$ cat config.mk
export PLATFORM = sky130hd
export DESIGN_NAME = dcache_miss_ctrl
export DESIGN_NICKNAME = d
export VERILOG_FILES = /design/src/rtl/dcache_miss_ctrl.sv
export SDC_FILE = /design/constraint.sdc
export NUM_CORES = 1
export LEC_CHECK = 0
export BUFFER_PORTS_ARGS = -buffer_cell sky130_fd_sc_hd__buf_2
export CAP_MARGIN = 20
export CORE_AREA = 2 2 261 263
export DETAILED_ROUTE_END_ITERATION = 8
export DIE_AREA = 0 0 263 265
export HOLD_SLACK_MARGIN = 0.1
export PLACE_DENSITY_LB_ADDON = 0.05
export RECOVER_POWER = 25
export SETUP_SLACK_MARGIN = 0.3
export SYNTH_ARGS = -nofsm -noshare
export SYNTH_HDL_FRONTEND = slang
export SYNTH_SLANG_ARGS = --single-unit
$ cat constraint.sdc
create_clock -name clock -period 11.4 [get_ports clock]
set_clock_uncertainty 0.2 [all_clocks]
set_input_delay 3.42 -clock clock [delete_from_list [all_inputs] [get_ports clock]]
set_output_delay 3.42 -clock clock [all_outputs]
set_load 0.01 [all_outputs]
$ cat src/rtl/dcache_miss_ctrl.sv
// Data-cache miss controller: victim query, optional dirty write-back, line refill, fill/LRU update.
// Write-back support is compiled in only when DCACHE_WRITEBACK_EN is defined.
module dcache_miss_ctrl #(
    parameter int DCACHE_NUM_SET  = 4,
    parameter int DCACHE_NUM_WAYS = 4,
    parameter int ADDR_W          = 32,
    parameter int LINE_W          = 128,
    localparam int SET_W          = $clog2(DCACHE_NUM_SET),
    localparam int WAY_W          = $clog2(DCACHE_NUM_WAYS),
    localparam int OFF_W          = $clog2(LINE_W / 8)
) (
    input  logic                       clock,
    input  logic                       reset,
    input  logic                       miss_req,
    input  logic [ADDR_W-1:0]          miss_addr,
    output logic                       miss_ready,
    output logic                       victim_req,
    output logic [SET_W-1:0]           victim_set,
    input  logic [WAY_W-1:0]           victim_way,
    input  logic [DCACHE_NUM_WAYS-1:0] way_dirty,
    input  logic [ADDR_W-1:0]          victim_line_addr,
    input  logic [LINE_W-1:0]          victim_line_data,
    output logic                       mem_req,
    output logic                       mem_we,
    output logic [ADDR_W-1:0]          mem_addr,
    output logic [LINE_W-1:0]          mem_wdata,
    input  logic                       mem_ack,
    input  logic [LINE_W-1:0]          mem_rdata,
    output logic                       fill_valid,
    output logic [SET_W-1:0]           fill_set,
    output logic [WAY_W-1:0]           fill_way,
    output logic [ADDR_W-1:0]          fill_addr,
    output logic [LINE_W-1:0]          fill_data,
    output logic                       update_req,
    output logic [SET_W-1:0]           update_set,
    output logic [WAY_W-1:0]           update_way
);

    typedef enum logic [2:0] {
        IDLE,
        VICTIM,
`ifdef DCACHE_WRITEBACK_EN
        WRITEBACK,
`endif
        READ,
        FILL
    } state_t;

    state_t            state;
    logic [ADDR_W-1:0] line_q;
    logic [WAY_W-1:0]  way_q;

    // Byte-offset bits never matter: the controller works on whole lines.
`ifdef DCACHE_WRITEBACK_EN
    logic unused_bits;
    assign unused_bits = ^miss_addr[OFF_W-1:0];
`else
    logic unused_bits;
    assign unused_bits = ^{miss_addr[OFF_W-1:0], way_dirty, victim_line_addr, victim_line_data};
    assign mem_we      = 1'b0;
    assign mem_wdata   = '0;
`endif

    // NOTE: every register here uses <= so all updates see the pre-edge values of their peers.
    always_ff @(posedge clock or posedge reset) begin
        if (reset) begin
            state      <= IDLE;
            miss_ready <= 1'b1;
            line_q     <= '0;
            way_q      <= '0;
            victim_req <= 1'b0;
            victim_set <= '0;
            mem_req    <= 1'b0;
            mem_addr   <= '0;
`ifdef DCACHE_WRITEBACK_EN
            mem_we     <= 1'b0;
            mem_wdata  <= '0;
`endif
            fill_valid <= 1'b0;
            fill_set   <= '0;
            fill_way   <= '0;
            fill_addr  <= '0;
            fill_data  <= '0;
            update_req <= 1'b0;
            update_set <= '0;
            update_way <= '0;
        end else begin
            case (state)
                IDLE: begin
                    if (miss_req) begin
                        line_q     <= {miss_addr[ADDR_W-1:OFF_W], {OFF_W{1'b0}}};
                        miss_ready <= 1'b0;
                        victim_req <= 1'b1;
                        victim_set <= miss_addr[OFF_W +: SET_W];
                        state      <= VICTIM;
                    end
                end
                VICTIM: begin
                    victim_req <= 1'b0;
                    victim_set <= '0;
                    way_q      <= victim_way;
                    mem_req    <= 1'b1;
`ifdef DCACHE_WRITEBACK_EN
                    if (way_dirty[victim_way]) begin
                        mem_we    <= 1'b1;
                        mem_addr  <= victim_line_addr;
                        mem_wdata <= victim_line_data;
                        state     <= WRITEBACK;
                    end else begin
                        mem_addr <= line_q;
                        state    <= READ;
                    end
`else
                    mem_addr <= line_q;
                    state    <= READ;
`endif
                end
`ifdef DCACHE_WRITEBACK_EN
                WRITEBACK: begin
                    if (mem_ack) begin
                        mem_we    <= 1'b0;
                        mem_wdata <= '0;
                        mem_addr  <= line_q;
                        state     <= READ;
                    end
                end
`endif
                READ: begin
                    if (mem_ack) begin
                        mem_req    <= 1'b0;
                        mem_addr   <= '0;
                        fill_valid <= 1'b1;
                        fill_set   <= line_q[OFF_W +: SET_W];
                        fill_way   <= way_q;
                        fill_addr  <= line_q;
                        fill_data  <= mem_rdata;
                        update_req <= 1'b1;
                        update_set <= line_q[OFF_W +: SET_W];
                        update_way <= way_q;
                        state      <= FILL;
                    end
                end
                FILL: begin
                    fill_valid <= 1'b0;
                    fill_set   <= '0;
                    fill_way   <= '0;
                    fill_addr  <= '0;
                    fill_data  <= '0;
                    update_req <= 1'b0;
                    update_set <= '0;
                    update_way <= '0;
                    miss_ready <= 1'b1;
                    state      <= IDLE;
                end
                default: begin
                    miss_ready <= 1'b1;
                    state      <= IDLE;
                end
            endcase
        end
    end

endmodule

# Yosys cells after proc, flatten, opt, wreduce, memory -nomap -nowiden
# Index checks and enable logic that the tools add are counted.
# W data, S select, Z words.
dict set report classes {
  n_eq_ne 5
  reduce_logical 11
  n_mux 23
  bitwise_logic 1
}
# operator n
set op_table {}
lappend op_table {{$pmux W128 S2} 1}
lappend op_table {{$mux W128} 1}
lappend op_table {{$pmux W32 S2} 2}
lappend op_table {{$mux W32} 2}
lappend op_table {{$pmux W2 S2} 3}
lappend op_table {{$reduce_and A2 Y1} 6}
lappend op_table {{$pmux W3 S3} 1}
lappend op_table {{$pmux W1 S2} 4}
lappend op_table {{$eq A3 B2 Y1 const B} 2}
lappend op_table {{$mux W2} 3}
lappend op_table {{$mux W3} 2}
lappend op_table {{$reduce_bool A2 Y1} 3}
lappend op_table {{$mux W1} 4}
lappend op_table {{$ne A2 B2 Y1 const B} 2}
lappend op_table {{$eq A3 B1 Y1 const B} 1}
lappend op_table {{$logic_not A3 Y1} 1}
lappend op_table {{$reduce_or A2 Y1} 1}
lappend op_table {{$not A1 Y1} 1}
dict set report word_totals {
  input_bits 330
  reg_bits 235
}

# Logic depth before layout (Yosys ltp)
dict set report depth {
  depth_word 4
  depth_mapped 8
}

# Worst setup path before layout
# Ideal clock, no wire load.
dict set report synth_path {
  path_type {input port to flip-flop}
  start {input miss_req}
  end {register line_q[10]}
  required_ps 11075
  path_slack_ps 6939
  setup_ps 125
  arrival_time_ps 4136
  stages 3
  path_cell_list {nand2_2 > buf_2 > mux2_2}
}
dict set report synth_via {
  elab_chain_len 1
}
# item line
set synth_rtl {}
lappend synth_rtl {{start: declaration} 14} ;# input logic miss_req,
lappend synth_rtl {{$reduce_and A2 Y1 (no source line)} --}
lappend synth_rtl {{end signal: assignment} 91} ;# line_q <= {miss_addr[ADDR_W-1:OFF_W], {OFF_W{1'b0}}};
lappend synth_rtl {{end: declaration} 50} ;# logic [ADDR_W-1:0] line_q;
# Every way passes these cells.
# A chain may end at the register's enable or synchronous reset.

==> impl_metrics.tcl <==
set metrics [dict create \
    outcome "complete, but fails checks" \
    violations "max-capacitance violations, max-slew violations" \
    p_leak_nw 6.517 \
    dieWidth_um 263 \
    cp.depth 2 \
    crit_fanout 105 \
    grt_usage 0.09572 \
    crit_type "input port to async pin" \
    route.detailed.drc 0 \
    final_cell_mix "buf_2, dfrtp_1, a22o_1" \
    via_per_inst 3.345 \
    cp_num_buf_inv 2 \
    r2r-start "state[0]$_DFFE_PP0P_" \
    grt_max_degree 121 \
    final_layout_size_suffix_gt1_frac 0.4294 \
    syn-cell-area_sq_um 9264 \
    start_util 0.1387 \
    postCtsSetupRepairBufs 0 \
    postCtsHoldBufs 0 \
    hp-class "register to register" \
    peakVddDrop_mv 0.09474 \
    ys.warnings.count 0 \
    clockBufferDepth 3 \
    synthCells 670 \
    arrival_ns 6.60 \
    cts_made_buffers 34 \
    total_power_mw 3.858 \
    final_nets 1360 \
    post-place-ws_ns 5.535 \
    max_slew.worst_pin.slew_ns 5.319 \
    synth_cell_types 25 \
    fp.dieH_um 265 \
    synth_top_area_frac 0.6024 \
    crit_path_start "reset" \
    r2r_cells 7 \
    grt_pass1_wl_um 49340 \
    core-area_sq_um 66800 \
    fin_util 0.1876 \
    layout_setup_ws_ns 4.265 \
    clk_latency_ns 0.53 \
    setup-violations-final 0 \
    area_growth_pct 35.29 \
    min_period_ns 7.135 \
    synth_area_leaders "dfrtp_1, a22o_1, buf_4" \
    wl_per_cell_um 18.00 \
    hold_viol_final 0 \
    yosys.area.top_type "dfrtp_1" \
    tritoncts "done" \
    worst_r2r_endpoint "fill_data[48]$_DFFE_PP0P_" \
    mostFrequentLayoutCell "buf_2" \
    rsz0062_at_grt "false" \
    synth_ff_type "dfrtp_1" \
    fmax_mhz 140.1 \
    fin_tns_setup_ns 0 \
    syn_area_per_cell_sq_um 13.83 \
    finalWeightedCongestion 0.6802 \
    ys_ff_latch 224 \
    path_delay_family "buffers and inverters" \
    post-dp-hpwl_um 22710 \
    die-area_sq_um 69700 \
    wirelength_um 34590 \
    r2r_slack_ns 6.64 \
    crit_path_top_delay_cell "clkinvlp_2" \
    placedInstanceArea_sq_um 11390 \
    crit_required_ns 10.87 \
    grt_pass1_vias 6633 \
    holdWs_ns 0.2872 \
    clkSinkCount 224 \
    finalCritPeriodShare 0.6259 \
    cpPeakStageDelay_ns 2.82 \
    async_flop_share 1.000 \
    synth_edf_count 0 \
    grt_overflow_total 0 \
    h-tree-depth 2 \
    num_rows 95 \
    root_buffer "clkbuf_16" \
    end_kind "async pin" \
    dr.first_iter.drc_count 271 \
    drv_cap 4 \
    portBuffers 360 \
    slew_headroom -2.546 \
    dpl.cell_count 1860 \
    startpoint_type "input port" \
    postCtsResizedCells 0 \
    crit_chain "buf_2 > clkinvlp_2" \
    crit_end "fill_addr[18]$_DFFE_PP0P_" \
    postRouteAntennaNets 0 \
    first_pass_iters 4 \
    p_per_area_nw_per_um2 307.8 \
    ioPinCount 666 \
    antenna_found_initial 10 \
    clk_pin_slew_ns 0.05 \
    post-route-cell-area_sq_um 12530 \
    final_cells 1922 \
    vias 6429 \
    yosysSeqAreaShare 0.6052 \
    slew_violations 194 \
]
final cells by class:
| type | instances | area, sq um |
|---|---|---|
| fill | 7435 | 54270 |
| sequential | 224 | 5607 |
| multi-input combinational | 388 | 2769 |
| timing repair buffer | 369 | 1872 |
| tap | 873 | 1092 |
| clock buffer | 56 | 1067 |
| clock inverter | 5 | 100.1 |
| inverter | 6 | 23.77 |
| antenna | 1 | 2.502 |
sequential cells by signal (all words and copies together), names as in the netlist:
name,cells
way_q,2
victim_req,1
update_set,1
mem_req,1
miss_ready,1
victim_set,2
state,2
line_q,28
mem_addr,28
fill_data,128
fill_addr,27
update_req,1
update_way,2
where the power goes:
| group | internal, mW | switching (mW) | total (mW) |
|---|---|---|---|
| sequential | 1.16 | 0.203 | 1.36 |
| combinational | 0.597 | 0.793 | 1.39 |
| clock | 0.704 | 0.403 | 1.11 |
how the worst min path moves through the flow:
stage                                         from                         to  slack (ns)  depth (start not counted)
after floorplan               way_q[0]$_DFFE_PP0P_  update_way[0]$_DFFE_PP0P_        0.26                          1
after global placement        way_q[1]$_DFFE_PP0P_  update_way[1]$_DFFE_PP0P_        0.28                          1
after detailed placement       mem_req$_DFFE_PP0P_        mem_req$_DFFE_PP0P_        0.28                          2
after CTS                     way_q[1]$_DFFE_PP0P_  update_way[1]$_DFFE_PP0P_        0.29                          1
after global routing      mem_addr[19]$_DFFE_PP0P_   mem_addr[19]$_DFFE_PP0P_        0.31                          1
final                          mem_req$_DFFE_PP0P_        mem_req$_DFFE_PP0P_        0.29                          2
synth_stat cells (3+ instances only):
cell type and number:
inv_1 6, mux2i_1 3, dfrtp_1 223, ha_1 7, nand2_1 4, mux2_2 31, nor2b_1 3, buf_6 13
a22o_1 187, o21ai_0 7, clkbuf_1 4, buf_4 148, buf_2 22
cells by family after synthesis:
kind of cell | Yosys count | share of synthesized area
compound gates | 198 | 0.1835
fa+ha+maj | 7 | 0.009454
buf+inv | 194 | 0.1521
flops | 224 | 0.6052
mux | 35 | 0.04335
other cells | 1 | 0.0004048
simple gates | 11 | 0.005942
layer usage:
| metal | vias to the layer above | wire (um) | part of all wire | track usage |
|---|---|---|---|---|
| met3 | 67 | 3637 | 0.11 | 0.05044 |
| met5 | - | 98 | 0.0028 | 0 |
| li1 | 2868 | - | - | - |
| met1 | 3211 | 13950 | 0.40 | 0.1150 |
| met4 | 18 | 876 | 0.025 | 0.03027 |
| met2 | 265 | 16020 | 0.46 | 0.1469 |
(Power assumes the default switching activity.)
